$ cat src/rtl/lsu_pkg.sv
// Shared types and constants for the load/store controller.
// Latency: n/a (declarations only).
// Backpressure: n/a (declarations only).
package lsu_pkg;

    localparam int ADDR_W = 32;
    localparam int DATA_W = 32;
    localparam int TAG_W  = 5;
    localparam int CNT_W  = 4;

    localparam logic [2:0] MEMOP_B  = 3'b000;
    localparam logic [2:0] MEMOP_H  = 3'b001;
    localparam logic [2:0] MEMOP_W  = 3'b010;
    localparam logic [2:0] MEMOP_BU = 3'b100;
    localparam logic [2:0] MEMOP_HU = 3'b101;

    typedef enum logic [1:0] {
        IDLE   = 2'd0,
        ACCESS = 2'd1,
        RESP   = 2'd2
    } lsu_state_e;

    // Request fields captured at acceptance and held until the next one.
    typedef struct packed {
        logic              wen;
        logic [ADDR_W-1:0] addr;
        logic [DATA_W-1:0] wdata;
        logic [2:0]        memop;
        logic [TAG_W-1:0]  rd;
    } req_t;

endpackage

$ cat src/rtl/lsu_align_check.sv
// Flags a request whose MemOp is undefined, unstorable, or misaligned.
// Latency: combinational.
// Backpressure: none, pure function of its inputs.
module lsu_align_check
    import lsu_pkg::*;
(
    input  logic [2:0] memop,
    input  logic [1:0] addr,
    input  logic       wen,
    output logic       illegal
);

    // Halfwords only fault when they straddle a word; unsigned ops are load-only.
    always_comb begin
        illegal = 1'b1;
        case (memop)
            MEMOP_B:  illegal = 1'b0;
            MEMOP_H:  illegal = (addr == 2'b11);
            MEMOP_HU: illegal = (addr == 2'b11) | wen;
            MEMOP_W:  illegal = (addr != 2'b00);
            MEMOP_BU: illegal = wen;
            default:  illegal = 1'b1;
        endcase
    end

endmodule

$ cat src/rtl/lsu_ctrl.sv
// One-at-a-time load/store sequencer between execute and data memory.
// Latency: legal request responds LATENCY+1 edges after accept (counting it), illegal one edge.
// Backpressure: req_ready low outside IDLE; response held until resp_ready.
module lsu_ctrl
    import lsu_pkg::*;
#(
    parameter int unsigned LATENCY = 1
) (
    input  logic              clk,
    input  logic              rst,
    input  logic              req_valid,
    output logic              req_ready,
    input  logic              req_wen,
    input  logic [ADDR_W-1:0] req_addr,
    input  logic [DATA_W-1:0] req_wdata,
    input  logic [2:0]        req_memop,
    input  logic [TAG_W-1:0]  req_rd,
    output logic [ADDR_W-1:0] mem_addr,
    output logic [2:0]        mem_memop,
    output logic [DATA_W-1:0] mem_wdata,
    output logic              mem_rd,
    output logic              mem_wr,
    input  logic [DATA_W-1:0] mem_rdata,
    output logic              resp_valid,
    input  logic              resp_ready,
    output logic [DATA_W-1:0] resp_rdata,
    output logic [TAG_W-1:0]  resp_rd,
    output logic              resp_err
);

    lsu_state_e       state;
    logic [CNT_W-1:0] cnt;
    req_t             lat;
    logic             illegal;

    lsu_align_check u_check (
        .memop   (req_memop),
        .addr    (req_addr[1:0]),
        .wen     (req_wen),
        .illegal (illegal)
    );

    // The memory sees the latched request, so it cannot change mid-access.
    assign mem_addr  = lat.addr;
    assign mem_memop = lat.memop;
    assign mem_wdata = lat.wdata;

    // Request/access/response sequencer; all handshake and memory strobes are registered.
    always_ff @(posedge clk or posedge rst) begin
        if (rst) begin
            state      <= IDLE;
            cnt        <= '0;
            lat        <= '0;
            req_ready  <= 1'b1;
            mem_rd     <= 1'b0;
            mem_wr     <= 1'b0;
            resp_valid <= 1'b0;
            resp_rdata <= '0;
            resp_rd    <= '0;
            resp_err   <= 1'b0;
        end else begin
            case (state)
                IDLE: begin
                    if (req_valid) begin
                        lat       <= '{wen: req_wen, addr: req_addr, wdata: req_wdata,
                                       memop: req_memop, rd: req_rd};
                        req_ready <= 1'b0;
                        if (illegal) begin
                            state      <= RESP;
                            resp_valid <= 1'b1;
                            resp_err   <= 1'b1;
                            resp_rdata <= '0;
                            resp_rd    <= req_rd;
                        end else begin
                            state  <= ACCESS;
                            cnt    <= CNT_W'(LATENCY - 1);
                            mem_rd <= ~req_wen;
                            // Store strobe is set for the first access cycle only.
                            mem_wr <= req_wen;
                        end
                    end
                end
                ACCESS: begin
                    mem_wr <= 1'b0;
                    if (cnt == '0) begin
                        state      <= RESP;
                        mem_rd     <= 1'b0;
                        resp_valid <= 1'b1;
                        resp_err   <= 1'b0;
                        resp_rd    <= lat.rd;
                        resp_rdata <= lat.wen ? '0 : mem_rdata;
                    end else begin
                        cnt <= cnt - 1'b1;
                    end
                end
                RESP: begin
                    // Retiring cycle never also accepts; IDLE resumes next edge.
                    if (resp_ready) begin
                        state      <= IDLE;
                        resp_valid <= 1'b0;
                        req_ready  <= 1'b1;
                    end
                end
                default: state <= IDLE;
            endcase
        end
    end

endmodule

$ cat config.mk
export PLATFORM = sky130hd
export DESIGN_NAME = lsu_ctrl
export DESIGN_NICKNAME = d
export VERILOG_FILES = /design/src/rtl/lsu_pkg.sv /design/src/rtl/lsu_align_check.sv /design/src/rtl/lsu_ctrl.sv
export SDC_FILE = /design/constraint.sdc
export NUM_CORES = 1
export LEC_CHECK = 0
export CAP_MARGIN = 20
export CORE_MARGIN = 2
export CORE_UTILIZATION = 43
export DETAILED_ROUTE_END_ITERATION = 12
export PLACE_DENSITY = 0.77
export SETUP_SLACK_MARGIN = 0.3
export SLEW_MARGIN = 40
export SYNTH_ARGS = -nofsm -noshare
export SYNTH_HDL_FRONTEND = slang
export SYNTH_SLANG_ARGS = --single-unit
$ cat constraint.sdc
create_clock -name clk -period 5.9 [get_ports clk]
set_input_delay 1.77 -clock clk [delete_from_list [all_inputs] [get_ports clk]]
set_output_delay 1.77 -clock clk [all_outputs]
set_load 0.02 [all_outputs]
# Word level (Yosys, flattened, before mapping)

Cells that the tools add are included.

Reductions and logical operators: 15
Add/subtract/negate cells: 1
Equal/unequal tests: 13
Bitwise logic cells: 2
Multiplexer cells: 35

Operators by type and width:

| cell                | count |
|---|---|
| $mux 32             | 4 |
| $pmux 32 s2         | 1 |
| $mux 5              | 3 |
| $mux 4              | 3 |
| $ne 2x2->1 const B  | 6 |
| $reduce_and 4->1    | 3 |
| $mux 1              | 11 |
| $pmux 5 s2          | 1 |
| $reduce_and 3->1    | 3 |
| $mux 2              | 4 |
| $pmux 1 s2          | 4 |
| $pmux 4 s2          | 1 |
| $eq 3x3->1 const B  | 2 |
| $pmux 2 s3          | 1 |
| $reduce_bool 2->1   | 3 |
| $pmux 1 s5          | 1 |
| $reduce_and 5->1    | 1 |
| $eq 2x2->1 const B  | 2 |
| $logic_not 4->1     | 1 |
| $sub 4x1->4 const B | 1 |
| $eq 3x1->1 const B  | 1 |
| $eq 3x2->1 const B  | 1 |
| $logic_not 3->1     | 1 |
| $pmux 1 s3          | 1 |
| other kinds (6)     | 6 |

Word-level logic and storage cells: 80
Register bits after elaboration: 121

# Logic depth before layout (Yosys ltp)

Gate-level depths: netlist (run 1).

Word-level depth: 6
Gate-level depth with buffers: 8
Mapped depth without buffers: 7

# By module

A second synthesis (run 1) with hierarchy kept.

Cells, all modules: 443
Area, all modules: 5484.0 µm²

Modules (own cells, without submodules):

| module          | sequential area each (µm²) | times used | cells an instance | area an instance (µm²) |
|---|---|---|---|---|
| lsu_ctrl        | 3029.2                     | 1          | 438               | 5457.7 |
| lsu_align_check | 0.0                        | 1          | 5                 | 26.3 |

# Worst setup path after synthesis (run 1)

OpenSTA, ideal clock, no wires.

Kind: input port to flip-flop
Start: input req_addr[1]
End: register resp_rdata[0]
Arrival time: 2.822 ns
Buffers on the path: 2
Data required time: 5.779 ns
Path slack: 2.957 ns
Library setup time: 0.121 ns
Stages on the path: 7
Cells stage by stage: a21oi_1 -> o211a_4 -> o21ai_2 -> and4b_1 -> buf_6 -> buf_8 -> a22o_1

Word-level cells in the longest chain between the ends: 5
Elaborated cells on any way between the ends: 6

RTL lines:

| item                                  | RTL line                                     | source |
|---|---|---|
| start, declared                       | lsu_ctrl.sv:14                               | `input logic [ADDR_W-1:0] req_addr,` |
| $eq 2x2->1                            | lsu_align_check.sv:18, lsu_align_check.sv:19 |  |
| $or 1x1->1                            | lsu_align_check.sv:19                        | `MEMOP_HU: illegal = (addr == 2'b11) \| wen;` |
| $pmux 1 s5 (*)                        | lsu_align_check.sv:16                        | `case (memop)` |
| $ne 2x2->1 (no source line) (*)       | -                                            |  |
| $reduce_and 4->1 (no source line) (*) | -                                            |  |
| end signal, assigned                  | lsu_ctrl.sv:91                               | `resp_rdata <= lat.wen ? '0 : mem_rdata;` |
| end, declared                         | lsu_ctrl.sv:26                               | `output logic [DATA_W-1:0] resp_rdata,` |

Mark *: on every way between the ends. The rest lies on a longest branch, timed or not.
A chain may end at the register's enable or synchronous reset.

# Worst setup path in the final report (run 1)

Start: input req_memop[1]
End: register resp_rdata[24]

Word-level cells in the longest chain between the ends: 4
Elaborated cells on any way between the ends: 8

RTL lines:

| item                                  | RTL line              | source |
|---|---|---|
| start, declared                       | lsu_ctrl.sv:16        | `input logic [2:0] req_memop,` |
| $eq 3x3->1 (tied with other cells)    | lsu_align_check.sv:16 |  |
| $pmux 1 s5 (*)                        | lsu_align_check.sv:16 |  |
| $ne 2x2->1 (no source line) (*)       | -                     |  |
| $reduce_and 4->1 (no source line) (*) | -                     |  |

Marked as above.

==> results of run 1 <==
[cell usage after synthesis]
cell       count
a211o_1        1
a21o_1         1
a21oi_1        3
a22o_1        32
a31oi_1        2
and2_1         2
and2b_2        1
and3_1         1
and4b_1        1
buf_2          9
buf_4         68
buf_6          1
buf_8          3
clkbuf_1       4
dfrtp_1      120
dfstp_2        1
ha_1           5
inv_1          9
mux2_1         1
mux2_2        83
nand2_1        7
nand2b_1       2
nand3_1        3
nand3b_1       2
nand4b_1       1
nor2_1         3
nor2b_1        2
nor3_1         3
nor3b_1        1
o2111ai_1      1
o211a_4        1
o211ai_1       1
o21ai_0        8
o21ai_1        1
o21ai_2        2
o2bb2ai_1      1
o311ai_0       1
o31ai_1        2
o32a_1         2
o32ai_1        1
[worst paths after layout]
kind / startpoint / endpoint / slack (ps) / depth (start not counted)
max reg2reg: state[1] / resp_rd[2] / 3500 / 6
min reg2reg: mem_memop[0] / mem_memop[0] / 490 / 2
min in group asynchronous: rst / resp_rdata[21] / 1840 / 2
max: req_memop[1] / resp_rdata[24] / 2490 / 6
min: mem_memop[0] / mem_memop[0] / 490 / 2
max in group asynchronous: rst / mem_wdata[19] / 3140 / 3
[power by group]
group / internal (W) / total, W / switching [W]
combinational: 0.00105 / 0.00203 / 0.000977
clock: 0.000705 / 0.00108 / 0.000379
sequential: 0.00121 / 0.00141 / 0.000198
total: 0.00297 / 0.00452 / 0.00155
[kinds of logic (layout without fill, tap and decap cells)]
kind of cell	count (synthesis)	count (layout)
AOI/OAI and AO/OA	60	60
DFF	121	121
and+or+nand+nor	29	29
muxes	84	84
buffers and inverters	94	260
adders and majority gates	5	5
[metrics by stage]
step / hold slack, ps / power [W] / instances / area [um^2]
final: 487 / 0.00452 / 727 / 7760
after global routing: 518 / 0.00476 / 727 / 7760
after global placement: 477 / 0.00340 / 695 / 7120
after CTS: 496 / 0.00457 / 727 / 7760
after detailed placement: 484 / 0.00347 / 695 / 7130
after floorplan: 451 / 0.00287 / 393 / 5340
[worst min-delay path, cell delays in order, from the launching register on]
cell     delay, ps
dfrtp_1        340
nand2_1         50
o21ai_0         60
[routing by layer]
layer | up-vias | part of all wire, % | track usage [%]
met1 | 1765 | 40 | 21.3
met3 | 19 | 7.4 | 6.17
met2 | 140 | 51 | 32.0
li1 | 1632 | - | -
met4 | 0 | 1.9 | 7.95
met5 | - | 0 | 0
[flip-flops by register name (all words and copies together) (netlist names), 2 cells and up]
name,cells
mem_addr,32
cnt,4
resp_rd,5
lat,6
state,2
resp_rdata,32
mem_wdata,32
mem_memop,3
[cell type report]
class / count / share of cell area, %
Clock buffer: 17 / 5.48
Inverter: 9 / 0.532
Multi-Input combinational cell: 178 / 21.5
Clock inverter: 15 / 2.58
Sequential cell: 121 / 39.0
Timing Repair Buffer: 219 / 28.2
Tap cell: 168 / 2.71
==> results.md, run 1 <==
- Final period util: 57.7%
- Synth Area in Compound Gates: 9.02%
- Vias in the first global route: 3801
- Clock sink count: 121
- Unrepaired setup endpoints after global routing: no
- Final setup violation count: 0
- Vias per inst: 4.89
- DRC viols: 0
- Status: complete, no violations
- FF+latch area: 3030 um^2
- Drt wl/cell: 16.7 um
- CTS Buf Count: 17
- Post-Synth XOR/XNOR Area: 0%
- First-pass GRT wire length: 19.0 mm
- Iter 0 DRT Violations: 144
- CP bufs+invs: 1
- Starting Density: 44.3%
- Share of the synthesized area in the top cell type: 56.2%
- CTS clk-pin slew, worst paths: 60 ps
- Pwr/cell area: 583 nW/um^2
- TritonCTS clock tree: built
- Cells after Synth: 393
- GRT Util Overall: 18.6%
- Worst path top cell family by delay: compound AO/OA/AOI/OAI gates
- Post-synthesis adder-cell area fraction: 1.17%
- Syn nets: 507
- Area of the multi-input gates: 1670 um^2
- Root Driver: clkbuf_16
- Crit path cell chain: clkdlybuf4s50_1 -> a21oi_1 -> o211a_4 -> o21ai_2 -> and4b_2 -> a22o_1
- Post-cts sizing count: 0
- Final Hold Vio Count: 0
- Grt ovf: 0
- Antenna-violating nets left: 0
- Worst Hold Class: flip-flop to flip-flop
- Core region area: 12100 um^2
- Die Area: 13300 um^2
- Layout cells sized above 1: 22.4%
- Mapped Avg Cell Area: 13.6 um^2
- IO buf count: 217
- Worst Path Class, Setup: primary input to flip-flop
- WP data required: 6240 ps
- Top post-synthesis cells by area: dfrtp_1, mux2_2, buf_4
- Final Util: 64.4%
- CP peak stage delay: 670 ps
- Final worst slack: 2490 ps
- DRT Wirelength: 12.1 mm
- Area Growth Syn to Fin: 45.3%
- CTS H-tree lvls: 4
- Deepest clock path buffer count: 2
- Synth Register Bits: 121
- Post-Syn Area: 5340 um^2
- Post-CTS setup repair buffer count: 0
- Crit start category: primary input
- Fillers: 929
- Initial antenna violation count: 0
- Final Max Tran Viols: 0
- Post-DP HPWL: 8.59 mm
- Portion of netlist area occupied by mux cells: 17.7%
- Simple-Gate Fraction of Synth Area: 3.02%
- Maximum vdd ir drop: 315 uV
- Top Ports: 218
- Most common cell after layout, fill and taps aside: clkdlybuf4s50_1
- CP Capture Type: flip-flop
- Die height: 115 um
- Worst Path Arrival: 3750 ps
- Largest net degree at the start of global routing: 87
- Leakage: 3.28 nW
- First-pass DRT Iterations: 4
- Die X: 115 um
- Setup Skew: 6.99 ps
- Setup TNS Final: 0 ps
- Worst slew pin tran: 785 ps
- Via count: 3556
- NumNets Final: 660
- Yosys warning count: 0
- Gp weighted congestion: 0.742
- Max transition margin: 47.7%
- CP max FO: 32
- Synth area leader: dfrtp_1
- Latest clock arrival within the worst-skew pair: 410 ps
- FP Rows: 40
- Distinct cell type count after synthesis: 40
- Slowest library cell on the worst path: and4b_2
- Commonest cells after routing, fill and taps aside: clkdlybuf4s50_1, dfrtp_1, mux2_2
- MaxCap Viol Count: 0
- Worst slack, placed: 2080 ps
- Register area share after synthesis: 56.7%
- Max Clk Rate: 0.294 GHz
- Diode count: 0
- Tmin final: 3410 ps
- Largest family of logic cells by synthesized area: multiplexers
- Hold Buf Count CTS: 0
No activity file was read; power rests on OpenSTA's default activity.
==> inputs of run 2 (changes only) <==
- clock period: 5.9 -> 3.4 ns (I/O delays scaled with it)
==> run 2 against run 1 <==
  * Hold slack lost 12 ps
  * Sequential cell count did not move
  * Non-clock buffer count is 4 higher
  * Final cell count rose by 0.55%
  * Register-to-register slack worse by 2400 ps
  * Clock power rose by 57%
  * Critical path type is now flip-flop to primary output
  * Critical endpoint is now req_ready
  * Largest cell class unchanged
==> results.md, run 2 (synthesis gave the netlist of run 1 again) <==
- Status: complete, no violations
- Top Ports: 218 (unchanged)
- Post-DP HPWL: 8.52 mm (-0.76%)
- HP Start: mem_memop[0]
- Max transition margin: 52.2% (+4.5 points)
- GRT Util Overall: 18.3% (-0.35 points)
- Crit start category: flip-flop
- Via count: 3564 (+0.22%)
- Area Growth Syn to Fin: 45.0%
- FP Rows: 40 (unchanged)
- TritonCTS clock tree: built
- Worst path top cell family by delay: buffers and inverters
- Largest net degree at the start of global routing: 65 (-25%)
- Core region area: 12100 um^2 (unchanged)
- Pwr/cell area: 991 nW/um^2 (+70%)
- Worst Path Arrival: 1560 ps (-2190 ps)
- First-pass GRT wire length: 18.5 mm (-2.4%)
- Most common cell after layout, fill and taps aside: clkdlybuf4s50_1
- Crit path cell chain: clkdlybuf4s50_1
- Final Hold Vio Count: 0 (unchanged)
- Slowest library cell on the worst path: clkdlybuf4s50_1
- Clock sink count: 121 (unchanged)
- CP max FO: 3 (-91%)
- Antenna-violating nets left: 0 (unchanged)
- Post-CTS setup repair buffer count: 0 (unchanged)
- NumNets Final: 664 (+0.61%)
- Maximum vdd ir drop: 580 uV (+84%)
- CTS clk-pin slew, worst paths: 60 ps (about the same)
- Worst slack, placed: 516 ps (-1560 ps)
- Worst Setup SP: req_ready
- Layout cells sized above 1: 22.7% (+0.37 points)
- DRT Wirelength: 11.9 mm (-2.1%)
- WP data required: 2380 ps (-3860 ps)
- Worst Hold Class: flip-flop to flip-flop
- Hold Buf Count CTS: 0 (unchanged)
- Unrepaired setup endpoints after global routing: no
- CP Capture Type: primary output
- CP bufs+invs: 1 (unchanged)
- IO buf count: 217 (unchanged)
- CTS H-tree lvls: 4 (unchanged)
- Post-cts sizing count: 0 (unchanged)
- Starting Density: 44.3% (unchanged)
- Iter 0 DRT Violations: 181 (+26%)
- Grt ovf: 0 (unchanged)
- Die X: 115 um (unchanged)
- Die Area: 13300 um^2 (unchanged)
- Initial antenna violation count: 0 (unchanged)
- MaxCap Viol Count: 0 (unchanged)
- Final Max Tran Viols: 0 (unchanged)
- CP peak stage delay: 620 ps (-50 ps)
- Final worst slack: 818 ps (-1680 ps)
- CTS Buf Count: 17 (unchanged)
- Root Driver: clkbuf_16
- DRC viols: 0 (unchanged)
- Setup Skew: 5.87 ps (-1.12 ps)
- Deepest clock path buffer count: 2 (unchanged)
- Final Util: 64.2% (-0.12 points)
- Diode count: 0 (unchanged)
- Tmin final: 2580 ps
- Worst Path Class, Setup: flip-flop to primary output
- Fillers: 905 (-2.6%)
- Final setup violation count: 0 (unchanged)
- Gp weighted congestion: 0.763 (+2.8%)
- Final period util: 75.9%
- R2r startpoint: state[1]
- Min Hold Slack: 475 ps (-11.9 ps)
- Die height: 115 um (unchanged)
- Drt wl/cell: 16.2 um (-2.6%)
- Vias in the first global route: 3726 (-2.0%)
- Setup TNS Final: 0 ps (unchanged)
- Commonest cells after routing, fill and taps aside: clkdlybuf4s50_1, dfrtp_1, mux2_2
- Vias per inst: 4.88 (-0.32%)
- Worst slew pin tran: 717 ps (-68.1 ps)
- Latest clock arrival within the worst-skew pair: 410 ps (about the same)
- First-pass DRT Iterations: 4 (unchanged)
- Max Clk Rate: 0.387 GHz
- Leakage: 3.29 nW (+0.33%)
==> run 2: through the flow <==
stage / total power (W) / cells / area [um^2]
after floorplan: 0.00498 / 393 / 5350
after global placement: 0.00592 / 699 / 7180
after detailed placement: 0.00603 / 699 / 7180
after CTS: 0.00777 / 731 / 7750
after global routing: 0.00811 / 731 / 7750
final: 0.00768 / 731 / 7750
==> run 2: path summary, 6_finish.rpt <==
path | slack (ps) | endpoint | depth (start not counted)
min | 480 | mem_memop[0] | 2
min in group asynchronous | 1000 | mem_wdata[12] | 2
min reg2reg | 480 | mem_memop[0] | 2
max | 820 | req_ready | 1
max reg2reg | 1130 | resp_rdata[4] | 6
max in group asynchronous | 1540 | req_ready | 3
==> run 2: metal layers <==
| layer | global-route usage, % | vias to the layer above | share of wire, % |
|---|---|---|---|
| met1 | 20.6 | 1754 | 41 |
| li1 | - | 1647 | - |
| met4 | 7.07 | 0 | 1.5 |
| met2 | 30.4 | 149 | 49 |
| met3 | 8.32 | 14 | 8.9 |
| met5 | 0 | - | 0 |
==> run 2: worst min-delay path: cells and delay by family (launching register included) <==
kind | cells | cell delay (ps)
compound gates | 1 | 60
simple gates | 1 | 50
flops | 1 | 330
==> run 2: layout make-up <==
type / instances / area (um^2) / share of cell area [%]
Sequential cell: 121 / 3030 / 39.1
Tap cell: 168 / 210 / 2.71
Timing Repair Buffer: 223 / 2240 / 28.9
Clock buffer: 17 / 425 / 5.49
Inverter: 9 / 37.5 / 0.484
Clock inverter: 15 / 144 / 1.86
Multi-Input combinational cell: 178 / 1660 / 21.4
==> run 2: power by group <==
group / switching, W / internal (W) / leakage [nW] / total (W)
registers: 0.000339 / 0.00210 / 1.49 / 0.00244
logic: 0.00169 / 0.00185 / 1.53 / 0.00354
clock network: 0.000680 / 0.00102 / 0.267 / 0.00170
total: 0.00271 / 0.00497 / 3.29 / 0.00768
==> inputs of run 3 (changes only) <==
- CORE_UTILIZATION: 43 -> 39
- PLACE_DENSITY: 0.77 -> 0.74
- clock period: 3.4 -> 2.2 ns (I/O delays scaled with it)
==> run 3 against run 2 <==
  * Clock skew is 0.63 ps lower
  * Sequential share of layout area is 1.4 points lower
  * Total power is 57% higher
  * Non-clock buffer count is 21 higher
  * Worst setup slack worse by 540 ps
  * Critical endpoint unchanged
  * Largest power group unchanged
==> results.md, run 3 (synthesis gave the netlist of run 1 again) <==
- IO buf count: 217 (unchanged)
- Min Hold Slack: 483 ps (+7.07 ps)
- Slowest library cell on the worst path: dfstp_2
- Initial antenna violation count: 0 (unchanged)
- Starting Density: 40.2% (-4.1 points)
- Gp weighted congestion: 0.790 (+3.5%)
- Worst Path Class, Setup: flip-flop to primary output
- Net Sw Frac: 35.2% (-0.073 points)
- Top Ports: 218 (unchanged)
- Iter 0 DRT Violations: 142 (-22%)
- Setup TNS Final: 0 ps (unchanged)
- Vias in the first global route: 3954 (+6.1%)
- CP Capture Type: primary output
- DRC viols: 0 (unchanged)
- Max transition margin: 71.4% (+19 points)
- Crit start category: flip-flop
- Grt ovf: 0 (unchanged)
- TritonCTS clock tree: built
- Deepest clock path buffer count: 2 (unchanged)
- CTS H-tree lvls: 4 (unchanged)
- Post-DP HPWL: 9.15 mm (+7.4%)
- Switching power: 0.00423 W (+56%)
- Die Area: 14600 um^2 (+9.9%)
- Commonest cells after routing, fill and taps aside: dfrtp_1, dlygate4sd2_1, clkdlybuf4s50_1
- Final Hold Vio Count: 0 (unchanged)
- CTS clk-pin slew, worst paths: 60 ps (about the same)
- Flop pwr share: 31.2% (-0.6 points)
- Setup Skew: 5.23 ps (-0.633 ps)
- Worst Path Arrival: 1260 ps (-300 ps)
- Layout cells sized above 1: 27.4% (+4.7 points)
- Comb pwr share: 43.3% (-2.8 points)
- Pwr/cell area: 1500 nW/um^2 (+51%)
- Hold Buf Count CTS: 0 (unchanged)
- Fillers: 1092 (+21%)
- Core region area: 13300 um^2 (+10%)
- Die X: 121 um (+4.8%)
- FP Rows: 42 (+5.0%)
- CP bufs+invs: 1 (unchanged)
- Drt wl/cell: 16.4 um (+0.95%)
- Most common cell after layout, fill and taps aside: dfrtp_1
- Clock sink count: 121 (unchanged)
- Largest net degree at the start of global routing: 33 (-49%)
- Final Max Tran Viols: 0 (unchanged)
- Clock network power share: 25.4% (+3.3 points)
- Via count: 3648 (+2.4%)
- Design Power: 0.0120 W (+57%)
- WP data required: 1540 ps (-840 ps)
- Diode count: 0 (unchanged)
- DP Cell Count: 725 (+3.7%)
- Final worst slack: 276 ps (-542 ps)
- Final setup violation count: 0 (unchanged)
- Leakage: 3.79 nW (+15%)
- Worst path top cell family by delay: flip-flops
- Unrepaired setup endpoints after global routing: yes
- Maximum vdd ir drop: 676 uV (+17%)
- CP peak stage delay: 540 ps (-80 ps)
- GRT Util Overall: 17.5% (-0.79 points)
- CP max FO: 3 (unchanged)
- Tmin final: 1920 ps
- Final period util: 87.4%
- CTS Buf Count: 17 (unchanged)
- Vias per inst: 4.80 (-1.5%)
- Internal Pwr Total: 0.00779 W (+57%)
- First-pass GRT wire length: 19.8 mm (+6.8%)
- Status: complete, no violations
- Final cell count without fillers: 760 (+4.0%)
- Crit path cell chain: clkdlybuf4s15_1
- Worst slack, placed: -194 ps (-710 ps)
- First-pass DRT Iterations: 4 (unchanged)
- Latest clock arrival within the worst-skew pair: 410 ps (about the same)
- Area Growth Syn to Fin: 50.4%
- HP Start: mem_memop[0]
- Die height: 121 um (+4.8%)
- Worst Setup SP: req_ready
- MaxCap Viol Count: 0 (unchanged)
- R2r startpoint: cnt[0]
- Antenna-violating nets left: 0 (unchanged)
- Worst slew pin tran: 429 ps (-288 ps)
- Root Driver: clkbuf_16
- Worst Hold Class: flip-flop to flip-flop
- Max Clk Rate: 0.520 GHz
- DRT Wirelength: 12.4 mm (+5.0%)
- NumNets Final: 685 (+3.2%)
run 3: cell type report:
class	count	area [um^2]	share of cell area, %
multi-input combinational	178	1720	21.5
clock inverter	14	219	2.73
clock buffer	18	439	5.47
timing repair buffer	244	2370	29.4
sequential	121	3030	37.7
inverter	9	37.5	0.467
tap	176	220	2.74
run 3: what timing repair did:
action / CTS / global route
resized for setup: 123 / 16
gates cloned: 1 / 1
setup endpoints to repair: 151 / 112
endpoints found under the hold margin: 0 / 0
setup buffers: 0 / 1
pin swaps: 1 / 4
run 3: metal layers:
metal | track usage [%] | part of all wire (%) | wire (um)
met1 | 20.6 | 43 | 5310
met5 | 0 | 0 | 0
met2 | 29.4 | 48 | 6010
met3 | 5.64 | 7.4 | 918
met4 | 7.27 | 1.7 | 206
run 3: worst paths after layout:
| check | cells past startpoint | to | slack, ps |
|---|---|---|---|
| max in group asynchronous | 3 | mem_wdata[25] | 980 |
| worst max register to register | 7 | resp_rdata[23] | 390 |
| min in group asynchronous | 2 | mem_wdata[1] | 610 |
| worst min register to register | 2 | mem_memop[0] | 480 |
| worst max-delay path | 1 | req_ready | 280 |
| worst min-delay path | 2 | mem_memop[0] | 480 |
run 3: power by group through the flow:
| stage | logic, W | registers (W) | clock network, W |
|---|---|---|---|
| after global routing | 0.00557 | 0.00388 | 0.00324 |
| after CTS | 0.00517 | 0.00376 | 0.00313 |
| final | 0.00521 | 0.00375 | 0.00306 |
| after detailed placement | 0.00572 | 0.00381 | 0 |
| after global placement | 0.00559 | 0.00376 | 0 |
| after floorplan | 0.00369 | 0.00400 | 0 |
run 3: per-stage QoR:
step                util [%]  instance area, um^2
global placement        55.6                 7390
global route            60.4                 8040
floorplan                  -                 5350
CTS                     59.9                 7970
finish                  60.4                 8040
detailed placement      55.6                 7390
